--- src/rtl/spike_aer_encoder.sv ---
// Purpose : serialise a parallel spike vector into a one-event-per-cycle AER stream {addr, ts}.
// Latency : 2 edges from capturing a vector to its first event showing on aer_valid.
// Backpr. : valid/ready at the output; a full FIFO stalls the scanner, which holds its pending bits.
//
// Ports: clk, rst (async active-low), en (capture enable + timestamp advance), spikes_in,
//        aer_valid/aer_ready/aer_addr/aer_ts (FWFT event FIFO head), busy (scan in progress),
//        drop_count (vectors discarded while scanning).
// Optional feature: define SPIKE_AER_DROP_COUNT_EN to build the 16-bit saturating drop counter;
// otherwise drop_count is tied to 0. Vectors arriving mid-scan are discarded either way.

// Purpose : generic first-word-fall-through FIFO.
// Latency : a push is visible at the head on the edge after it is written.
// Backpr. : pushes are ignored when full, pops are ignored when empty.
module spike_aer_fifo #(
  parameter int WIDTH = 8,
  parameter int DEPTH = 16
) (
  input  logic             clk,
  input  logic             rst,
  input  logic             push,
  input  logic [WIDTH-1:0] push_dat,
  input  logic             pop,
  output logic [WIDTH-1:0] head_dat,
  output logic             empty,
  output logic             full
);
  localparam int AW = $clog2(DEPTH);

  logic [WIDTH-1:0] mem [DEPTH];
  logic [AW-1:0]    wr_ptr;
  logic [AW-1:0]    rd_ptr;
  logic [AW:0]      count;
  logic             do_push;
  logic             do_pop;

  assign empty   = (count == '0);
  assign full    = (count == (AW+1)'(DEPTH));
  assign do_push = push && !full;
  assign do_pop  = pop && !empty;
  // Storage is not reset, so the head reads as zero while empty.
  assign head_dat = empty ? '0 : mem[rd_ptr];

  always_ff @(posedge clk or negedge rst) begin
    if (!rst) begin
      wr_ptr <= '0;
      rd_ptr <= '0;
      count  <= '0;
    end else begin
      if (do_push) wr_ptr <= wr_ptr + AW'(1);
      if (do_pop)  rd_ptr <= rd_ptr + AW'(1);
      case ({do_push, do_pop})
        2'b10:   count <= count + (AW+1)'(1);
        2'b01:   count <= count - (AW+1)'(1);
        default: count <= count;
      endcase
    end
  end

  // A write never lands on the head slot while not full, so the head stays stable under stall.
  always_ff @(posedge clk) begin
    if (do_push) mem[wr_ptr] <= push_dat;
  end
endmodule

module spike_aer_encoder #(
  parameter int NUM_SPIKES = 32,
  parameter int FIFO_DEPTH = 16,
  parameter int TS_WIDTH   = 16,
  parameter int ADDR_W     = $clog2(NUM_SPIKES)
) (
  input  logic                  clk,
  input  logic                  rst,
  input  logic                  en,
  input  logic [NUM_SPIKES-1:0] spikes_in,
  output logic                  aer_valid,
  input  logic                  aer_ready,
  output logic [ADDR_W-1:0]     aer_addr,
  output logic [TS_WIDTH-1:0]   aer_ts,
  output logic                  busy,
  output logic [15:0]           drop_count
);
  typedef enum logic {IDLE, SCAN} state_t;

  typedef struct packed {
    logic [ADDR_W-1:0]   addr;
    logic [TS_WIDTH-1:0] ts;
  } event_t;

  state_t                state, state_nxt;
  logic [NUM_SPIKES-1:0] pending, pending_nxt, pending_clr;
  logic [TS_WIDTH-1:0]   ts, cap_ts, cap_ts_nxt;
  logic [ADDR_W-1:0]     scan_idx;
  logic                  push;
  logic                  fifo_empty, fifo_full;
  event_t                push_ev, head_ev;

  // Free-running capture timestamp, frozen while en is low.
  always_ff @(posedge clk or negedge rst) begin
    if (!rst)    ts <= '0;
    else if (en) ts <= ts + TS_WIDTH'(1);
  end

  // Lowest set bit wins: scan downwards so the last match is the smallest index.
  always_comb begin
    scan_idx = '0;
    for (int i = NUM_SPIKES - 1; i >= 0; i--) begin
      if (pending[i]) scan_idx = ADDR_W'(i);
    end
  end

  // x & (x-1) clears exactly the lowest set bit.
  assign pending_clr = pending & (pending - NUM_SPIKES'(1));

  always_ff @(posedge clk or negedge rst) begin
    if (!rst) begin
      state   <= IDLE;
      pending <= '0;
      cap_ts  <= '0;
    end else begin
      state   <= state_nxt;
      pending <= pending_nxt;
      cap_ts  <= cap_ts_nxt;
    end
  end

  always_comb begin
    state_nxt   = state;
    pending_nxt = pending;
    cap_ts_nxt  = cap_ts;
    push        = 1'b0;
    case (state)
      IDLE: begin
        if (en && (spikes_in != '0)) begin
          pending_nxt = spikes_in;
          cap_ts_nxt  = ts;
          state_nxt   = SCAN;
        end
      end
      SCAN: begin
        if (!fifo_full) begin
          push        = 1'b1;
          pending_nxt = pending_clr;
          if (pending_clr == '0) state_nxt = IDLE;
        end
      end
      default: state_nxt = IDLE;
    endcase
  end

  assign push_ev = '{addr: scan_idx, ts: cap_ts};

  spike_aer_fifo #(
    .WIDTH($bits(event_t)),
    .DEPTH(FIFO_DEPTH)
  ) u_fifo (
    .clk      (clk),
    .rst      (rst),
    .push     (push),
    .push_dat (push_ev),
    .pop      (aer_ready),
    .head_dat (head_ev),
    .empty    (fifo_empty),
    .full     (fifo_full)
  );

  assign aer_valid = !fifo_empty;
  assign aer_addr  = head_ev.addr;
  assign aer_ts    = head_ev.ts;
  assign busy      = (state == SCAN);

`ifdef SPIKE_AER_DROP_COUNT_EN
  logic [15:0] drop_cnt;

  // Counts every offered vector seen while scanning, including the final-push edge.
  always_ff @(posedge clk or negedge rst) begin
    if (!rst) begin
      drop_cnt <= '0;
    end else if ((state == SCAN) && en && (spikes_in != '0) && (drop_cnt != 16'hFFFF)) begin
      drop_cnt <= drop_cnt + 16'd1;
    end
  end

  assign drop_count = drop_cnt;
`else
  assign drop_count = '0;
`endif
endmodule
--- config.mk ---
export PLATFORM = sky130hd
export DESIGN_NAME = spike_aer_encoder
export DESIGN_NICKNAME = d
export VERILOG_FILES = /design/src/rtl/spike_aer_encoder.sv
export SDC_FILE = /design/constraint.sdc
export NUM_CORES = 1
export LEC_CHECK = 0
export CAP_MARGIN = 20
export CORE_ASPECT_RATIO = 0.5
export CORE_MARGIN = 5
export CORE_UTILIZATION = 65
export DETAILED_ROUTE_END_ITERATION = 16
export PLACE_DENSITY = 0.93
export SKIP_CTS_REPAIR_TIMING = 1
export SYNTH_ARGS = -nofsm -noshare
export SYNTH_HDL_FRONTEND = slang
export SYNTH_SLANG_ARGS = --single-unit
--- constraint.sdc ---
create_clock -name clk -period 6.5 [get_ports clk]
set_input_delay 1.95 -clock clk [delete_from_list [all_inputs] [get_ports clk]]
set_output_delay 1.95 -clock clk [all_outputs]
set_load 0.005 [all_outputs]
Word level (Yosys, flattened, before mapping)
Memory sizes are Yosys's and may differ from the RTL's.
Cells that the tools add are included.
{ "totals": {"regBits": 78, "mem_bits_rw": 336, "mem_count": 1, "out_inout_bits": 39, "in_bits": 36} }
{ "memory_table": {"columns": ["name", "words", "width", "rd", "rd_ports_with_merged_regs", "write_ports", "line", "rtl"], "rows": [
  ["u_fifo.mem", 16, 21, 1, 0, 1, "29", "logic [WIDTH-1:0] mem [DEPTH];"]
]} }
{ "classes": {"muxes": 45, "add_sub_neg": 6, "n_reduce_logical": 11, "n_eq_ne": 5, "n_bitwise": 2} }
{ "op_table": {"columns": ["operator", "n"], "rows": [
  ["5-bit 2-to-1 mux", 32],
  ["32-bit 2-to-1 mux", 2],
  ["32-bit one-hot mux with 2 select lines", 1],
  ["32-bit bitwise AND", 1],
  ["32-bit logical NOT", 1],
  ["32-bit nonzero test", 1],
  ["32-bit by 1-bit subtractor with 32-bit output (second input constant)", 1],
  ["21-bit 2-to-1 mux", 1],
  ["16-bit by 1-bit adder with 16-bit output (second input constant)", 1],
  ["5-bit one-hot mux with 2 select lines", 1],
  ["4-bit by 1-bit adder with 4-bit output (second input constant)", 2],
  ["1-bit 2-to-1 mux", 7],
  ["5-bit by 1-bit adder with 5-bit output (second input constant)", 1],
  ["5-bit == test (second input constant)", 1],
  ["5-bit logical NOT", 1],
  ["5-bit by 1-bit subtractor with 5-bit output (second input constant)", 1],
  ["2-bit != test (second input constant)", 2],
  ["2-bit AND reduction", 2],
  ["1-bit logical AND", 3],
  ["2-bit by 1-bit == test with 1-bit output (second input constant)", 1],
  ["2-bit == test (second input constant)", 1],
  ["1-bit logical NOT", 2],
  ["1-bit one-hot mux with 2 select lines", 1],
  ["2-bit nonzero test", 1],
  ["1-bit NOT", 1]
]} }

Logic depth before layout (Yosys ltp)
Gate-level depths: netlist of the first run.
{ "depth": {"depth_word": 32, "ltp_mapped": 13, "ltp_nobuf": 12} }

By module
Synthesis of the first run repeated with hierarchy kept, for this count alone.
{ "hier_totals": {"hier_cells": 1029, "hier_area_um2": 17692.0} }
{ "modules_own_cells": {"columns": ["mod", "cells_per_inst", "n_inst", "area_each_um2"], "rows": [
  ["spike_aer_fifo", 640, 1, 13953.4],
  ["spike_aer_encoder", 389, 1, 3738.6]
]} }

Least setup slack after synthesis of the first run
No wires, ideal clock.
{ "synth_path": {"kind": "register -> output", "startpoint": "register u_fifo.rd_ptr[0]", "endpoint": "output aer_addr[4]", "t_arrival_ns": 2.640, "setup_slack_ns": 1.910, "path_stages_with_launch": 7, "t_required_ns": 4.550, "path_cell_list": "dfrtp_1 > clkbuf_1 > buf_1 > buf_1 > mux4_2 > mux4_2 > nor2b_1"} }
{ "synth_between": {"elab_chain_cells": 2} }
{ "synth_rtl": {"columns": ["element", "line", "rtl"], "rows": [
  ["start, declared", "31", "logic [AW-1:0] rd_ptr;"],
  ["start signal, assigned", "50", "if (do_pop) rd_ptr <= rd_ptr + AW'(1);"],
  ["memory read 16 x 21 bit", null, null],
  ["21-bit 2-to-1 mux", "41", "assign head_dat = empty ? '0 : mem[rd_ptr];"],
  ["end, declared", "77", "output logic [ADDR_W-1:0] aer_addr,"]
]} }
No other way between the ends.

Worst setup path in the final report of the first run
{ "layout_path": {"startpoint": "register u_fifo.rd_ptr[0]", "endpoint": "output aer_ts[11]"} }
{ "layout_between": {"elab_chain_cells": 2} }
{ "layout_rtl": {"columns": ["element", "line", "rtl"], "rows": [
  ["memory read 16 x 21 bit", null, null],
  ["21-bit 2-to-1 mux", "41", null],
  ["end, declared", "78", "output logic [TS_WIDTH-1:0] aer_ts,"]
]} }
No other way between the ends.

==> results of run 1 <==
layout make-up:
cell class,instances,area [sq um]
Fill cell,1375,6900
Multi-Input combinational cell,476,4770
Tap cell,352,440
Timing Repair Buffer,87,828
Clock buffer,47,1000
Inverter,19,71.3
Clock inverter,18,153
Sequential cell,414,12000
state kept, by name, indices dropped and copies added, names as in the netlist:
signal and cells:
u_fifo.count 5, u_fifo.wr_ptr 4, cap_ts 16, ts 16, u_fifo.mem 336, u_fifo.rd_ptr 4, busy 1, pending 32
critical path, cell delays in order (launching register included):
cell             delay (ns)
dfrtp_4                1.02
buf_4                  0.44
mux4_2                 0.58
mux4_2                 0.50
nor2b_1                0.18
clkdlybuf4s50_1        0.51
power by group:
group	switching [W]	leakage [nW]	internal (W)	total [W]
sequential	0.000632	4.04	0.00383	0.00446
combinational	0.00197	2.14	0.00178	0.00375
clock	0.000993	0.566	0.00118	0.00218
total	0.00359	6.75	0.00680	0.0104
how the worst max path moves through the flow:
stage,start,end,slack (ns),cells after the start
floorplan,u_fifo.rd_ptr[0],aer_addr[4],1.91,6
global placement,u_fifo.rd_ptr[0],aer_ts[13],1.49,5
detailed placement,u_fifo.rd_ptr[0],aer_ts[13],1.40,5
CTS,u_fifo.rd_ptr[0],aer_ts[11],0.71,5
global route,u_fifo.rd_ptr[0],aer_ts[11],0.56,5
finish,u_fifo.rd_ptr[0],aer_ts[11],0.76,5
cells by family after synthesis:
family,count (synthesis),synth area share (%)
other,1,0.0219
AO/OA/AOI/OAI,103,4.07
multiplexers,124,15.0
adder cells (fa/ha/maj),14,1.02
flip-flops,414,70.3
XOR/XNOR,26,1.33
AND/OR/NAND/NOR,193,5.96
buffers and inverters,85,2.28
metal layers:
metal / part of all wire, % / up-vias / wire length, um / global-route usage [%]
met5: 0 / - / 0 / 0
met4: 3.6 / 0 / 1610 / 9.15
met3: 11 / 134 / 4960 / 5.64
met2: 49 / 854 / 21500 / 47.5
met1: 37 / 5084 / 16200 / 43.6
li1: - / 3924 / - / -
layout by cell type (no fill, tap or decap), types with 6 or more instances in the layout:
cell	Yosys	routed
edfxtp_1	336	336
mux4_2	105	105
dfrtp_1	78	76
clkdlybuf4s50_1	0	57
nand2_1	56	56
clkbuf_16	0	38
o21ai_0	28	28
buf_4	16	28
nor2_1	27	27
nor2b_1	24	23
a22o_1	22	22
a21oi_1	21	21
inv_1	19	19
and2_1	18	18
mux2_2	18	18
xnor2_1	17	17
conb_1	1	16
nor4_1	13	13
nand3_1	13	13
nor3_1	12	12
ha_1	10	10
xor2_1	9	9
nand4_1	8	8
clkbuf_1	40	7
a21o_1	6	6
clkinv_2	0	6
stage by stage:
step | instances | total power (W) | util (%)
after floorplan | 975 | 0.00663 | -
after global placement | 1345 | 0.00776 | 69.1
after detailed placement | 1345 | 0.00806 | 69.1
after CTS | 1410 | 0.0103 | 73.5
after global routing | 1413 | 0.0108 | 73.7
final | 1413 | 0.0104 | 73.7
==> flow_summary.yaml, run 1 <==
place:
  portBuffers: 58
  hpwlAfterDp_mm: 24.1
  place_area_sq_um: 18100
  gp_congestion: 0.918
  dp_slack_ns: 1.40
yosys:
  yosys_warnings: 0
  synth_cell_type_count: 58
  async_reset_ff_share_pct: 18.8
  synthCells: 960
  synth_seq_cells: 414
  syn_area_sq_um: 17100
  synth_seq_area_share_pct: 70.3
  synth_edf_count: 336
  synth_common_cells: "336 x edfxtp_1, 105 x mux4_2, 78 x dfrtp_1"
  synth_most_common_cell: "edfxtp_1"
  netlist.area_leader.share_pct: 58.9
  ys.flop_type: "edfxtp_1"
  post-synth-top-area-cell: "edfxtp_1"
  synth_area_per_cell_sq_um: 17.8
  yosys-top-cells-area: "edfxtp_1 59%, mux4_2 14%, dfrtp_1 11%, nand2_1 1.2%, mux2_2 1.2%"
route:
  wl_mm: 44.2
  detail-route-antenna-nets: 0
  drc_errors: 0
  drtPass1Iterations: 6
  vias: 9996
  vias_per_cell: 7.07
  routedWlPerCell_um: 31.3
  drt-initial-drc-count: 1648
global_route:
  overflow: 0
  grt_first_pass_wirelength_mm: 66.2
  grtUsageTotal_pct: 30.0
  grt_pass1_vias: 10100
  antenna_found_initial: 0
  grt_max_degree: 79
min_path:
  hold_path.class: "register to register"
  min_to: "ts[7]"
  whs_path_depth: 1
  hold_start: "ts[7]"
clock_tree:
  cts_tree: "yes"
  clk_pin_slew_worst_paths_ns: 0.07
  clk_latency_ns: 0.54
  clock-sinks: 414
  root_buffer: "clkbuf_16"
  htreeDepth: 2
  clock_path_buffers: 3
  numCtsBuffers: 36
final_layout:
  syn_to_final_growth_pct: 12.8
  stdcell_area_sq_um: 19300
  final_nets: 1081
  drive_gt1_share_pct: 20.5
  diodes: 0
sta:
  slew_violations: 0
  clock.fmax_ghz: 0.174
  setup_violations: 0
  tns_ns: 0
  holdWs_ns: 0.522
  finalHoldViolations: 0
  fin_crit_ns: 5.74
  fin_worst_skew_ns: 0.0152
  relSlewSlack_pct: 26.9
  finalCritPeriodShare_pct: 88.3
  tightest_slew_ns: 1.10
  rsz0062_at_grt: "no"
  fin_ws_ns: 0.763
setup_path:
  arrival_ns: 3.79
  r2r_cells: 7
  path_class: "register to output pin"
  r2r-end: "u_fifo.mem[9][7]"
  endpoint_kind: "output pin"
  crit_path_max_fanout: 43
  crit_required_ns: 4.55
  r2r_slack_ns: 2.78
  r2r_start: "busy"
  critPathLaunchType: "register"
die:
  die-area_sq_um: 29900
  core_sq_um: 26200
  row_count: 42
  pin_count: 75
  start_util_pct: 65.3
  chipHeight_um: 125
  die_w_um: 240
pwr:
  powerDensity_nw_per_um2: 538
  ir_worst_vdd_mv: 0.348
  leakagePower_nw: 6.75
status:
  status: "finished, final reports clean"
run:
  cap_violations: 0
(Power assumes the default switching activity.)
==> run 2, diff against run 1 <==
- CTS_BUF_LIST: default -> sky130_fd_sc_hd__clkbuf_8 sky130_fd_sc_hd__clkbuf_16
- DONT_BUFFER_PORTS: default -> 1
- PLACE_DENSITY: 0.93 -> 0.89
==> flow_summary.yaml, run 2 (synthesis results as in run 1) <==
setup_path:
  crit_chain: "buf_4 > mux4_2 > mux4_2 > nor2b_1"
  cp_top_family: "multiplexers"
  r2r-end: "u_fifo.mem[9][0]"
  endpoint_kind: "output pin"
  critPathSlowestCell: "dfrtp_4"
  slowest_delay_ns: 1.00
  crit_start: "u_fifo.rd_ptr[0]"
  r2r_slack_ns: 2.32
  worst-path-buf-inv: 1
  crit_path_max_fanout: 44
  cp-endpoint: "aer_ts[2]"
  path_class: "register to output pin"
  cp_common_cell: "mux4_2"
  arrival_ns: 3.24
  crit_required_ns: 4.55
  crit_cells: 4
  r2r_start: "busy"
  critPathLaunchType: "register"
  r2r_cells: 6
global_route:
  overflow: 0
  grtUsageTotal_pct: 28.9
  grt_first_pass_wirelength_mm: 63.2
  antenna_found_initial: 0
  grt_max_degree: 79
  grt_pass1_vias: 9743
sta:
  setup_violations: 0
  relSlewSlack_pct: 22.3
  clock.fmax_ghz: 0.193
  rsz0062_at_grt: "no"
  fin_worst_skew_ns: 0.0436
  finalCritPeriodShare_pct: 79.8
  finalHoldViolations: 0
  slew_violations: 0
  tns_ns: 0
  tightest_slew_ns: 1.17
  fin_crit_ns: 5.19
clock_tree:
  htreeDepth: 2
  root_buffer: "clkbuf_16"
  clk_latency_ns: 0.57
  numCtsBuffers: 35
  clock-sinks: 414
  cts_tree: "yes"
  clk_pin_slew_worst_paths_ns: 0.07
  clock_path_buffers: 3
route:
  drc_errors: 0
  drtPass1Iterations: 5
  detail-route-antenna-nets: 0
  routedWlPerCell_um: 31.4
  vias: 9545
  vias_per_cell: 7.09
  wl_mm: 42.3
  drt-initial-drc-count: 1333
min_path:
  hold_start: "u_fifo.count[2]"
  hold_path.class: "register to register"
place:
  portBuffers: 0
  place_area_sq_um: 17500
  gp_congestion: 0.878
  hpwlAfterDp_mm: 22.5
die:
  start_util_pct: 65.3
  chipHeight_um: 125
  pin_count: 75
  row_count: 42
  die-area_sq_um: 29900
  core_sq_um: 26200
  die_w_um: 240
final_layout:
  final_common_cell: "edfxtp_1"
  largest_register: "u_fifo.mem"
  final_nets: 1017
  top_regs: "u_fifo.mem (336), pending (32)"
  diodes: 0
  syn_to_final_growth_pct: 8.75
  final_cell_mix: "336 x edfxtp_1, 105 x mux4_2, 76 x dfrtp_1"
  largest_register_ffs: 336
  drive_gt1_share_pct: 21.6
  stdcell_area_sq_um: 18600
pwr:
  power_switching_share_pct: 34.7
  leakagePower_nw: 6.50
  p_comb_share_pct: 33.0
  seqPwrFrac_pct: 45.7
  p_clk_share_pct: 21.2
  ir_worst_vdd_mv: 0.338
  p_switching_w: 0.00342
  powerDensity_nw_per_um2: 529
  intPower_w: 0.00643
run:
  cap_violations: 0
status:
  status: "finished, final reports clean"
[run 2: layout make-up]
| cell class | instances | area [sq um] |
|---|---|---|
| timing repair buffer | 24 | 180 |
| multi-input combinational | 476 | 4780 |
| sequential | 414 | 12000 |
| clock buffer | 37 | 915 |
| fill | 1407 | 7590 |
| tap | 352 | 440 |
| clock inverter | 25 | 199 |
| inverter | 19 | 71.3 |
[run 2: stage by stage]
step,hold slack [ns],setup slack [ns],total power (W),util (%),cells
global route,0.546,1.09,0.0103,71.1,1347
finish,0.536,1.31,0.00986,71.1,1347
detailed placement,0.505,1.83,0.00768,66.8,1283
CTS,0.538,1.27,0.00983,71.0,1345
floorplan,0.440,1.91,0.00663,-,975
global placement,0.458,1.87,0.00745,66.8,1283
[run 2: power by group through the flow]
stage               Sequential, W  Combinational, W  Clock (W)
global placement          0.00445           0.00300          0
CTS                       0.00450           0.00322    0.00210
detailed placement        0.00452           0.00316          0
global route              0.00458           0.00350    0.00223
finish                    0.00451           0.00326    0.00209
floorplan                 0.00410           0.00254          0
[run 2: worst min-delay path by stage]
stage                            endpoint  depth (start not counted)
after floorplan                    ts[15]                          1
after global placement             ts[15]                          1
after detailed placement            ts[5]                          1
after CTS                 u_fifo.count[2]                          2
after global routing                ts[5]                          1
final                     u_fifo.count[2]                          2
[run 2: worst min-delay path: stages, from the launching register on]
cell,delay (ns)
dfrtp_1,0.38
nand2_1,0.06
o21ai_0,0.06
[run 2: per-layer routing]
| metal | wire length (um) | vias up | part of all wire [%] | GRT usage [%] |
|---|---|---|---|---|
| met1 | 15700 | 4899 | 37 | 41.3 |
| met2 | 20100 | 735 | 48 | 44.6 |
| li1 | - | 3797 | - | - |
| met3 | 4960 | 114 | 12 | 7.59 |
| met4 | 1530 | 0 | 3.6 | 9.52 |
| met5 | 0 | - | 0 | 0 |
